$ cat src/rtl/spart_pkg.sv
// Shared SPART definitions: transmit FSM states, register map and default frame geometry.
package spart_pkg;

    typedef enum logic [1:0] {
        StIdle,
        StStart,
        StData,
        StStop
    } tx_state_t;

    localparam logic [1:0] IOADDR_TXDATA = 2'b00;

    localparam int unsigned DEFAULT_DATA_W     = 8;
    localparam int unsigned DEFAULT_OVERSAMPLE = 16;

endpackage

$ cat src/rtl/spart_bit_timer.sv
// Counts baud enables and pulses bit_end on the OVERSAMPLE-th enable after clr.
module spart_bit_timer
    import spart_pkg::*;
#(
    parameter int unsigned OVERSAMPLE = DEFAULT_OVERSAMPLE
) (
    input  logic clk,
    input  logic rst_n,
    input  logic baud,
    input  logic clr,
    output logic bit_end
);

    localparam int unsigned CNT_W = (OVERSAMPLE > 1) ? $clog2(OVERSAMPLE) : 1;
    localparam logic [CNT_W-1:0] LAST_TICK = CNT_W'(OVERSAMPLE - 1);

    logic [CNT_W-1:0] tick_q, tick_d;

    always_comb begin
        bit_end = baud & ~clr & (tick_q == LAST_TICK);
        tick_d  = tick_q;
        if (clr) begin
            tick_d = '0;
        end else if (baud) begin
            tick_d = (tick_q == LAST_TICK) ? '0 : tick_q + CNT_W'(1);
        end
    end

    always_ff @(posedge clk or negedge rst_n) begin
        if (!rst_n) begin
            tick_q <= '0;
        end else begin
            tick_q <= tick_d;
        end
    end

endmodule

$ cat src/rtl/spart_tx_control.sv
// SPART transmitter: one-deep holding buffer feeding an 8N1 serialiser paced by the baud enable.
module spart_tx_control
    import spart_pkg::*;
#(
    parameter int unsigned DATA_W     = DEFAULT_DATA_W,
    parameter int unsigned OVERSAMPLE = DEFAULT_OVERSAMPLE
) (
    input  logic              clk,
    input  logic              rst_n,
    input  logic              baud,
    input  logic              iocs,
    input  logic              iorw,
    input  logic [1:0]        ioaddr,
    input  logic [DATA_W-1:0] data_in,
    output logic              txd,
    output logic              tbr,
    output logic              tx_busy
);

    localparam int unsigned BIT_W = $clog2(DATA_W + 1);
    localparam logic [BIT_W-1:0] LAST_BIT = BIT_W'(DATA_W - 1);

    tx_state_t         state_q, state_d;
    logic [DATA_W-1:0] hold_q, hold_d;
    logic [DATA_W-1:0] shift_q, shift_d;
    logic [BIT_W-1:0]  bit_cnt_q, bit_cnt_d;
    logic              tbr_q, tbr_d;
    logic              txd_q, txd_d;
    logic              busy_q, busy_d;
    logic              wr;
    logic              bit_end;
    logic              load_shift;

    assign wr = iocs & ~iorw & (ioaddr == IOADDR_TXDATA);

    // Timer is held clear while idle so the start bit always counts a full set of enables.
    spart_bit_timer #(
        .OVERSAMPLE (OVERSAMPLE)
    ) u_bit_timer (
        .clk     (clk),
        .rst_n   (rst_n),
        .baud    (baud),
        .clr     (state_q == StIdle),
        .bit_end (bit_end)
    );

    always_ff @(posedge clk or negedge rst_n) begin
        if (!rst_n) begin
            state_q   <= StIdle;
            hold_q    <= '0;
            shift_q   <= '1;
            bit_cnt_q <= '0;
            tbr_q     <= 1'b1;
            txd_q     <= 1'b1;
            busy_q    <= 1'b0;
        end else begin
            state_q   <= state_d;
            hold_q    <= hold_d;
            shift_q   <= shift_d;
            bit_cnt_q <= bit_cnt_d;
            tbr_q     <= tbr_d;
            txd_q     <= txd_d;
            busy_q    <= busy_d;
        end
    end

    always_comb begin
        state_d = state_q;
        unique case (state_q)
            StIdle:  if (!tbr_q) state_d = StStart;
            StStart: if (bit_end) state_d = StData;
            StData:  if (bit_end && (bit_cnt_q == LAST_BIT)) state_d = StStop;
            StStop:  if (bit_end) state_d = tbr_q ? StIdle : StStart;
            default: state_d = StIdle;
        endcase
    end

    // A full buffer is moved to the shifter from idle, or at the stop-bit end for gapless frames.
    assign load_shift = ~tbr_q & ((state_q == StIdle) | ((state_q == StStop) & bit_end));

    always_comb begin
        hold_d    = hold_q;
        tbr_d     = tbr_q;
        shift_d   = shift_q;
        bit_cnt_d = bit_cnt_q;

        if (load_shift) begin
            shift_d = hold_q;
            tbr_d   = 1'b1;
        end else if ((state_q == StData) && bit_end) begin
            shift_d   = DATA_W'({1'b1, shift_q} >> 1);
            bit_cnt_d = bit_cnt_q + BIT_W'(1);
        end

        if ((state_q == StStart) && bit_end) begin
            bit_cnt_d = '0;
        end

        if (wr && tbr_q) begin
            hold_d = data_in;
            tbr_d  = 1'b0;
        end

        unique case (state_d)
            StStart: txd_d = 1'b0;
            StData:  txd_d = shift_d[0];
            default: txd_d = 1'b1;
        endcase
        busy_d = (state_d != StIdle);
    end

    assign txd     = txd_q;
    assign tbr     = tbr_q;
    assign tx_busy = busy_q;

endmodule

$ cat config.mk
export PLATFORM = sky130hd
export DESIGN_NAME = spart_tx_control
export DESIGN_NICKNAME = d
export VERILOG_FILES = /design/src/rtl/spart_pkg.sv /design/src/rtl/spart_bit_timer.sv /design/src/rtl/spart_tx_control.sv
export SDC_FILE = /design/constraint.sdc
export NUM_CORES = 1
export LEC_CHECK = 0
export ABC_AREA = 1
export CORE_UTILIZATION = 35
export DETAILED_ROUTE_END_ITERATION = 10
export HOLD_SLACK_MARGIN = 0.02
export PLACE_DENSITY = 0.58
export SLEW_MARGIN = 20
export SYNTH_ARGS = -nofsm -noshare
export SYNTH_HDL_FRONTEND = slang
export SYNTH_SLANG_ARGS = --single-unit
$ cat constraint.sdc
create_clock -name clk -period 1.5 [get_ports clk]
set_input_delay 0.3 -clock clk [delete_from_list [all_inputs] [get_ports clk]]
set_output_delay 0.3 -clock clk [all_outputs]
set_load 0.005 [all_outputs]
==> results.md <==
* CTS Buf Count at 5
* CP max FO at 3
* Total clock sinks at 29
* Vias in the first global route at around 1100
* First DRT Iteration DRCs at 34
* Cell Rows at 22
* Outcome: finished, final reports clean
* Syn Nets at 170
* Mapped Area at 1365 um2
* Post-DRT Antenna Nets at 0
* Max Cap Viol at 0
* Peak Freq at 683.1 MHz
* Cell variety after synth at 25
* Core area at 3689 um2
* Reg clk slew, reported paths at 0.06 ns
* Htree depth at 2
* Root Buffer: clkbuf_8
* Diodes inserted at 0
* Final Hold Fails at 0
* FF+latch area at 739.5 um2
* Commonest cells in the netlist: nand2_1 (63), dfrtp_1 (19), nand3_1 (14)
* GRT Total Usage at 14.22%
* Layout cells sized above 1 at 29.74%
* HP Class: input pin to asynchronous set/reset pin
* Register area share after synthesis at 54.08%
* Most instantiated library cell after synthesis: nand2_1
* Ys async rst share at 100.0%
* Final setup skew at between 0.004 and 0.005 ns
* Gr ovfl total at 0
* Multi-input combinational cell area at between 600 and 700 um2
* R2R cell count at 8
* Crit Reg-Reg Endpoint: bit_cnt_q[0]
* CTS tree: done
* RSZ-0062 raised after global routing: true
* Die width at between 60 and 70 um
* CP Launch Type: register
* Cell Area, Placed at approximately 1700 um2
* CP Class: register to register
* EDFF count, synth at 0
* I/O pin count at 18
* Die Area at 4154 um2
* Worst path required time at 1.65 ns
* Via/cell ratio at 4.527
* Crit. End Element: register
* Final cycle utilization of the critical path at between 90 and 100%
* Largest net degree at the start of global routing at 30
* Initial antenna violation count at 0
* Worst vdd rail ir drop at 0.7752 mV
* Initial cell density of the core at 37.01%
* Top cell type by total area after synthesis: dfrtp_1
* Placed insts at 230
* First-pass GRT wire length at 4416 um
* Finished Cell Area at 1874 um2
* Synth Area per Inst at just under 9 um2
* Routability Congestion at 0.7611
* Worst-margin pin slew at 0.2622 ns
* Ys flop type: dfrtp_1
* Slew HR at 82.45%
* Die Ht at 64.45 um
* Leak at 0.0008737 uW
* DRC at 0
* Max Root-Sink Buffers at 2
* Area grow syn2layout at 37.31%
* Pre-Repair DR Iteration Count at 4
* R2R Path Start: u_bit_timer.tick_q[1]
* Yosys warns at 0
* Port buffer count at 17
* Tmin final at approximately 1.5 ns
* Drt wl/cell at 10.77 um
* Routed WL at 2618 um
* Vias post-DR at 1100
* Data arrival, critical path at around 1.6 ns
* Synthesis-stage register bit count at 29
* Cells after Synth at 153
* Post-DP HPWL at 1883 um
* R2R setup slack at 0.04 ns
* Fin cells at about 240
* Max Slew Vio Count at 0
* Nets@finish at 211
* Synth top area cells: dfrtp_1 (35%), dfstp_2 (19%), nand2_1 (17%)
* Setup Viol. Count Final at 0
* Post-synth top area share at 34.83%
* Pwr dens at ~1500 nW/um2
* Latest clock arrival within the worst-skew pair at 0.28 ns
* Fillers at 370
-- cells by family (layout without fill, tap and decap cells) --
family	after synthesis	after routing	share of synthesized area (%)
and+or+nand+nor	96	96	33.09
DFF	29	29	54.08
xor gates and xnor gates	3	3	1.925
adders and majority gates	2	2	1.833
buffers and inverters	11	53	3.025
AOI/OAI and AO/OA	12	12	6.050
-- sequential cells by signal, summed over array words and instances, names as in the netlist --
signal and count:
u_bit_timer.tick_q 4, bit_cnt_q 4, shift_q 8, hold_q 8, tx_busy 1, state_q 2, txd 1, tbr 1
-- metrics by stage --
step	TNS [ns]	util [%]	power, uW	hold slack [ns]	setup WS, ns
global route	-0.2792	50.81	3051	0.3911	-0.06725
global placement	-0.7349	46.03	2124	0.4696	-0.08788
CTS	0	48.13	2761	0.3767	0.04386
detailed placement	-1.435	46.03	2153	0.4699	-0.1408
floorplan	0	-	1832	0.004409	0.1730
finish	0	50.81	2833	0.3707	0.03599
-- worst max-delay path by stage --
stage / start / to / cells past startpoint
final: u_bit_timer.tick_q[1] / bit_cnt_q[0] / 8
after global routing: u_bit_timer.tick_q[0] / bit_cnt_q[2] / 8
after floorplan: u_bit_timer.tick_q[0] / txd / 9
after detailed placement: baud / shift_q[4] / 10
after global placement: baud / txd / 10
after CTS: u_bit_timer.tick_q[1] / txd / 10
-- critical path: stages (launching register included) --
cell	delay [ns]
dfrtp_1	0.37
ha_2	0.21
nand2_2	0.07
nor2_4	0.17
buf_4	0.15
nand4_4	0.08
buf_4	0.16
nand2_1	0.05
o21ai_0	0.08
-- per-layer routing --
metal  GRT usage, %  routed length, um  vias up  share of wire [%]
li1               -                  -      575                  -
met4          8.333                 63        0                2.4
met2          22.89               1282       19                 49
met5              0                  0        -                  0
met1          16.72               1170      499                 45
met3          4.225                101        7                3.9
-- report_power, final --
part           internal (uW)  switching, uW
Sequential              1180            204
Clock                    328            272
Combinational            415            437
-- repair_timing --
item	in CTS	in global routing
hold buffers	0	0
endpoints found under the setup margin	2	13
setup buffers	0	5
pin swaps	0	8
gates resized for setup	2	16
-- layout make-up --
class                      count  area share (%)
clock buffer                   8           4.272
inverter                      11           2.336
multi-input combinational    113           34.11
sequential                    29           39.45
tap                           48           3.204
timing repair buffer          34           16.62
-- placed cells by master (no fill, tap or decap), drive strengths merged --
master	n
dlygate4sd2	2
dfrtp	19
nand3	15
inv	10
clkinv	1
nand4	3
a22o	2
clkbuf	8
a21oi	3
dfstp	10
xnor2	1
xor2	2
nor3b	1
buf	17
nor2	8
o21ai	7
clkdlybuf4s50	15
nand2	68
nor3	1
ha	2
Note: power is estimated with default switching activity, not from simulation.
